`src/rtl/serial_adder.sv`:
```
// Bit-serial WIDTH-bit adder: a single full adder processes one bit per clock, LSB first,
// with a registered carry. Operands arrive on a valid/ready request port; {cout, sum} leave on a
// valid/ready result port.

module full_adder (
    input  logic a,
    input  logic b,
    input  logic ci,
    output logic s,
    output logic co
);
    always_comb begin
        s  = a ^ b ^ ci;
        co = (a & b) | (a & ci) | (b & ci);
    end
endmodule

module serial_adder #(
    parameter int WIDTH = 8
) (
    input  logic             clk,
    input  logic             rst,
    input  logic             start_valid,
    output logic             start_ready,
    input  logic [WIDTH-1:0] a,
    input  logic [WIDTH-1:0] b,
    input  logic             cin,
    output logic [WIDTH-1:0] sum,
    output logic             cout,
    output logic             done_valid,
    input  logic             done_ready,
    output logic             busy
);
    localparam int CW = $clog2(WIDTH);

    typedef enum logic [1:0] {IDLE, RUN, DONE} state_t;

    state_t           state_q, state_d;
    logic [WIDTH-1:0] a_sr_q, a_sr_d;
    logic [WIDTH-1:0] b_sr_q, b_sr_d;
    logic [WIDTH-1:0] sum_sr_q, sum_sr_d;
    logic [WIDTH-1:0] sum_q, sum_d;
    logic [CW-1:0]    cnt_q, cnt_d;
    logic             c_q, c_d;
    logic             cout_q, cout_d;
    logic             done_valid_q, done_valid_d;
    logic             busy_q, busy_d;
    logic             start_ready_q, start_ready_d;
    logic             fa_s, fa_co;

    full_adder u_fa (
        .a  (a_sr_q[0]),
        .b  (b_sr_q[0]),
        .ci (c_q),
        .s  (fa_s),
        .co (fa_co)
    );

    always_comb begin
        state_d       = state_q;
        a_sr_d        = a_sr_q;
        b_sr_d        = b_sr_q;
        sum_sr_d      = sum_sr_q;
        sum_d         = sum_q;
        cnt_d         = cnt_q;
        c_d           = c_q;
        cout_d        = cout_q;
        done_valid_d  = done_valid_q;
        busy_d        = busy_q;
        start_ready_d = start_ready_q;
        case (state_q)
            IDLE: begin
                if (start_valid) begin
                    a_sr_d        = a;
                    b_sr_d        = b;
                    c_d           = cin;
                    sum_sr_d      = '0;
                    cnt_d         = '0;
                    state_d       = RUN;
                    busy_d        = 1'b1;
                    start_ready_d = 1'b0;
                end
            end
            RUN: begin
                a_sr_d   = a_sr_q >> 1;
                b_sr_d   = b_sr_q >> 1;
                sum_sr_d = {fa_s, sum_sr_q[WIDTH-1:1]};
                c_d      = fa_co;
                // Counter holds on the final bit rather than wrapping.
                if (cnt_q == CW'(WIDTH - 1)) begin
                    sum_d        = {fa_s, sum_sr_q[WIDTH-1:1]};
                    cout_d       = fa_co;
                    done_valid_d = 1'b1;
                    state_d      = DONE;
                end else begin
                    cnt_d = cnt_q + 1'b1;
                end
            end
            DONE: begin
                if (done_ready) begin
                    done_valid_d  = 1'b0;
                    busy_d        = 1'b0;
                    start_ready_d = 1'b1;
                    state_d       = IDLE;
                end
            end
            default: begin
                state_d       = IDLE;
                done_valid_d  = 1'b0;
                busy_d        = 1'b0;
                start_ready_d = 1'b1;
            end
        endcase
    end

    always_ff @(posedge clk) begin
        if (rst) begin
            state_q       <= IDLE;
            a_sr_q        <= '0;
            b_sr_q        <= '0;
            sum_sr_q      <= '0;
            sum_q         <= '0;
            cnt_q         <= '0;
            c_q           <= 1'b0;
            cout_q        <= 1'b0;
            done_valid_q  <= 1'b0;
            busy_q        <= 1'b0;
            start_ready_q <= 1'b1;
        end else begin
            state_q       <= state_d;
            a_sr_q        <= a_sr_d;
            b_sr_q        <= b_sr_d;
            sum_sr_q      <= sum_sr_d;
            sum_q         <= sum_d;
            cnt_q         <= cnt_d;
            c_q           <= c_d;
            cout_q        <= cout_d;
            done_valid_q  <= done_valid_d;
            busy_q        <= busy_d;
            start_ready_q <= start_ready_d;
        end
    end

    assign start_ready = start_ready_q;
    assign sum         = sum_q;
    assign cout        = cout_q;
    assign done_valid  = done_valid_q;
    assign busy        = busy_q;
endmodule
```
`config.mk`:
```
export PLATFORM = sky130hd
export DESIGN_NAME = serial_adder
export DESIGN_NICKNAME = d
export VERILOG_FILES = /design/src/rtl/serial_adder.sv
export SDC_FILE = /design/constraint.sdc
export NUM_CORES = 1
export LEC_CHECK = 0
export CAP_MARGIN = 20
export CORE_MARGIN = 10
export CORE_UTILIZATION = 40
export DETAILED_ROUTE_END_ITERATION = 16
export SLEW_MARGIN = 20
export SYNTH_ARGS = -nofsm -noshare
export SYNTH_HDL_FRONTEND = slang
export SYNTH_SLANG_ARGS = --single-unit
```
`constraint.sdc`:
```
create_clock -name clk -period 1.5 [get_ports clk]
set_input_delay 0.15 -clock clk [delete_from_list [all_inputs] [get_ports clk]]
set_output_delay 0.15 -clock clk [all_outputs]
set_load 0.01 [all_outputs]
```
== After elaboration in Yosys (flattened, before gate mapping) ==
Index checks and enable logic that the tools add are counted.

* Word-level logic and storage cells: 59
* Output and inout port bits: 12
* Input bits: 21
* Register bits: 42

* Bitwise operators: 9
* Equality and inequality tests: 7
* Multiplexer cells: 23
* Add/subtract/negate cells: 1
* Reduce and logical (&&, ||, !) cells: 8

{| class="wikitable"
|+ Operators with widths
! kind !! number
|-
| case mux 8 bit (2 select lines) || 3
|-
| 2-to-1 mux 8 bit || 3
|-
| AND reduction 3 bit || 4
|-
| case mux 1 bit (3 select lines) || 3
|-
| inequality test 2 bit, second input constant || 4
|-
| 2-to-1 mux 1 bit || 6
|-
| 2-to-1 mux 2 bit || 3
|-
| 2-to-1 mux 3 bit || 2
|-
| case mux 2 bit (3 select lines) || 1
|-
| case mux 3 bit (2 select lines) || 1
|-
| AND reduction 2 bit || 2
|-
| adder 3 x 1 -> 3 bit, second input constant || 1
|-
| bitwise AND 1 bit || 3
|-
| equality test 3 bit, second input constant || 1
|-
| equality test 2 x 1 -> 1 bit, second input constant || 1
|-
| equality test 2 bit, second input constant || 1
|-
| zero test 2 bit || 1
|-
| inverter 1 bit || 2
|-
| OR 1 bit || 2
|-
| case mux 1 bit (2 select lines) || 1
|-
| nonzero test 2 bit || 1
|-
| XOR 1 bit || 2
|}

== Longest topological paths before layout ==
* Depth in word-level cells: 4
* Gate-level depth with buffers: 7

== Cells and area by module ==
A second synthesis with hierarchy kept.

* Cells, all modules: 177
* Area total of the unflattened synthesis: 1,767.9 um^2

{| class="wikitable"
|+ By module, submodules not included
! module !! cells each !! area each (um^2) !! instances !! sequential area each (um^2)
|-
| serial_adder || 176 || 1,747.9 || 1 || 820.8
|-
| full_adder || 1 || 20.0 || 1 || 0.0
|}

== Least setup slack after synthesis ==
Ideal clock, no wire load.

* Kind: register -> register
* Start: register cnt_q[0]
* End: register sum_q[7] (netlist: sum[7])
* Period minus slack after synthesis: 1.362 ns
* Arrival: 1.290 ns
* Data required time: 1.428 ns
* Setup time: 0.072 ns
* Stages on the path, launching flop included: 8
* Slack: 0.138 ns
* Cell sequence: dfxtp_1 ha_1 ha_1 buf_2 nand3b_1 buf_2 nand2_1 a21oi_1

* Word-level cells in the longest chain between the ends: 2

{| class="wikitable"
|+ Ends and longest elaborated chain
! what !! line !! RTL
|-
| start, declared || 43 || <nowiki>logic [CW-1:0] cnt_q, cnt_d;</nowiki>
|-
| start signal, assigned || 135 || <nowiki>cnt_q <= cnt_d;</nowiki>
|-
| equality test 3 bit || 90 || <nowiki>if (cnt_q == CW'(WIDTH - 1)) begin</nowiki>
|-
| AND reduction 2 bit (no line) || -- ||
|-
| end signal, assigned || 134 || <nowiki>sum_q <= sum_d;</nowiki>
|-
| end, declared || 42 || <nowiki>logic [WIDTH-1:0] sum_q, sum_d;</nowiki>
|}

Every way passes these cells.
A chain may end at the register's enable or synchronous reset.

== Worst setup path in the final report ==
* Start: register cnt_q[0]
* End: register cnt_q[1]

* Word-level cells in the longest chain between the ends: 3

{| class="wikitable"
|+ Ends and longest elaborated chain
! what !! line
|-
| adder 3 x 1 -> 3 bit or equality test 3 bit (tied branches) || 96, 90
|-
| 2-to-1 mux 3 bit or inequality test 2 bit (tied branches) || --
|-
| case mux 3 bit (2 select lines) or AND reduction 3 bit (tied branches) || --
|}

Several ways; a longest one is shown, not always the timed one. The select of a mux whose other input is x is not followed.

==> results.md <==
* Synth Net Count at 218
* Count of vias placed by the detailed router at 1,447
* Total power at 2260 uW
* Clk_skew at 3.69 ps
* Proportion of register bits with asynchronous set or reset after synthesis at 0%
* Area growth syn-to-layout at 25.6%
* Number of sinks handled by clock tree synthesis at 41
* Core Box Area at 4350 um2
* Worst R2R End: cnt_q[1]
* Max-slew headroom at the worst pin at 82.0%
* Final hold vios at 0
* Nets at 248
* Starting utilization of the core area at 41.2%
* Number of warnings printed during yosys synthesis at 0
* Critical path required time at 1680 ps
* Area share of the leading cell type in the synthesized netlist at 45.8%
* DRC Markers at 0
* HPWL reported at the end of detailed placement at 2.62 mm
* Total Routing Usage GR at 10.7%
* EDFF count, synth at 0
* Worst Setup End Kind: register
* Most frequent cell after synthesis: dfxtp_1
* Total of buffers placed on input and output ports at 32
* Finish-stage setup viols at 0
* Buffer cell driving the clock tree root: clkbuf_8
* Internal power of the cells at 1680 uW
* Top cells by area in the synthesized netlist: dfxtp_1 46%, a21oi_1 8.7%, a211oi_2 7.7%, nand2_1 5.9%, a22oi_1 3.8%
* Top-Level Pins at 33
* Clock Power Share at 32.3%
* Synthesized area divided by synthesized cell count at 9.24 um2
* Maximum operating frequency at 693 MHz
* WS Path Type: reg2reg
* Width of the die at 87.0 um
* Global-route wire length before repair at 6.71 mm
* Reg2reg path depth at 5
* Critical path startpoint: cnt_q[0]
* Via count of the first global-routing pass at 1,454
* Synth Instances at 194
* Most frequently used flop master after synthesis: dfxtp_1
* Global-route congestion overflow total at 0
* Number of unique standard cell types used by synthesis at 27
* Final min period at 1440 ps
* Layout Cell Area excl Fill at 2250 um2
* Sequential share of power at 52.3%
* Final-layout fill cell count at 398
* Worst-case setup margin in the final layout at 56.0 ps
* Number of placement rows at 24
* Worst Path Max Fanout at 4
* Largest net degree at the start of global routing at 42
* RSZ-0062 raised after global routing: false
* Placed inst area at 2140 um2
* Skew-Pair Late Insertion Delay at 290 ps
* Switching share of total power at 25.7%
* Share of synthesized area occupied by flip-flops and latches at 45.8%
* Height of the chip at 87.0 um
* Layout cell share with drive strength beyond 1 at 20.1%
* Combinational fraction of design power at 15.4%
* Pre-antenna DRT Iters at 4
* Worst r2r src: cnt_q[0]
* Kind of path behind the tightest hold check: in2reg
* Synthesis-stage register bit count at 41
* TritonCTS clock tree: built
* Drt via density at 5.24
* Type of element launching the critical path: register
* MaxCap Viol Count at 0
* Total count of max-transition violations in the final report at 0
* Final Routed Wirelength at 3.88 mm
* Pin slew with the least headroom to its limit at 270 ps
* Longest Clk Path Bufs at 2
* Average detailed-routed wire length per instance at 14.1 um
* Final Core Density at 51.7%
* Critical path endpoint: cnt_q[1]
* Maximum vdd ir drop at 0.000503 V
* Last weighted congestion value of the routability-driven placer at 0.686
* Die Outline Area at 7560 um2
* Antenna violations before repair at 0
* Final ANT Viol Nets at 0
* Total power divided by cell area at 1010 nW/um2
* Accumulated negative setup slack at 0 ps
* Mapped cell area at 1790 um2
* Leakage power total at 0.000817 uW
* Final antenna diode count at 0
* Data arrival time of the critical path at 1620 ps
* Most frequent cells after synthesis: 41 x dfxtp_1, 31 x a21oi_1, 28 x nand2_1
* Worst Setup Slack post-DPL at 12.7 ps
* Run status: finished clean
* Period utilization at 96.3%
* Reported net switching power at 581 uW
* Clock transition at path regs at 80 ps
* Number of violations reported at the end of detailed-routing iteration 0 at 91
* Largest area contributor in the synthesized netlist: dfxtp_1
* Clock buffer count from CTS at 5
* Worst setup slack for register-to-register paths at 60 ps
* # H-tree levels at 2
==> area by class of cell <==
cell class | instances | area [um2] | area share, %
Sequential cell | 41 | 823 | 36.6
Multi-Input combinational cell | 137 | 863 | 38.3
Clock inverter | 1 | 7.51 | 0.333
Clock buffer | 6 | 82.6 | 3.67
Tap cell | 52 | 65.1 | 2.89
Timing Repair Buffer | 39 | 410 | 18.2
==> metrics by stage <==
stage	std cells	hold WS [ps]
after floorplan	194	291
after detailed placement	268	450
after global placement	268	445
final	276	420
after CTS	275	416
after global routing	276	436
==> layout by cell type, fill, tap and decap left out, types with 6 or more instances in the layout <==
master,count
nor2_1,16
nor2_2,10
clkdlybuf4s50_1,32
a22oi_1,9
a21oi_1,31
dfxtp_1,39
nand2_1,28
nand3_1,12
a211oi_2,11
clkbuf_8,6
==> critical path, stage by stage, from the launching register on <==
cell     delay, ps
dfxtp_1        330
ha_1           210
ha_2           210
or3b_4         400
nand3_1        110
a21oi_1         70
==> flip-flops by register name, indices dropped and copies added, names as in the netlist, 2 cells and up <==
name / flops
a_sr_q: 8
b_sr_q: 8
sum_sr_q: 7
cnt_q: 3
state_q: 2
sum: 8
==> worst min-delay path by stage <==
stage	start	to	slack, ps	cells after the start
5_1_grt	a[4]	a_sr_q[4]	440	3
3_5_place_dp	sum[2]	sum[2]	450	2
3_3_place_gp	sum[1]	sum[1]	450	2
6_report	b[2]	b_sr_q[2]	420	3
2_1_floorplan	b[0]	b_sr_q[0]	290	2
4_1_cts	b[2]	b_sr_q[2]	420	3
==> kinds of logic after synthesis <==
kind of cell               Yosys count  share of synthesized area [%]
and+or+nand+nor                     75                           20.8
AOI/OAI and AO/OA                   59                           24.4
DFF                                 41                           45.8
buffers and inverters               16                           6.49
adders and majority gates            3                           2.51
==> per-layer routing <==
metal | vias up | GRT usage [%] | wire, um
li1 | 729 | - | -
met3 | 2 | 3.84 | 224
met5 | - | 0 | 0
met4 | 0 | 3.53 | 25
met1 | 684 | 13.2 | 1860
met2 | 32 | 16.9 | 1780
==> power by group through the flow <==
stage / clock network [uW] / logic (uW) / registers [uW]
floorplan: 0 / 247 / 1200
CTS: 753 / 351 / 1180
finish: 732 / 348 / 1180
detailed placement: 0 / 350 / 1210
global placement: 0 / 344 / 1210
global route: 782 / 390 / 1190
==> repair_timing <==
item	CTS	global route
setup endpoints to repair	0	18
hold buffers	0	0
setup buffers	0	1
endpoints found under the hold margin	0	0
gates resized for setup	0	4
Power figures use the tool's default switching activity.
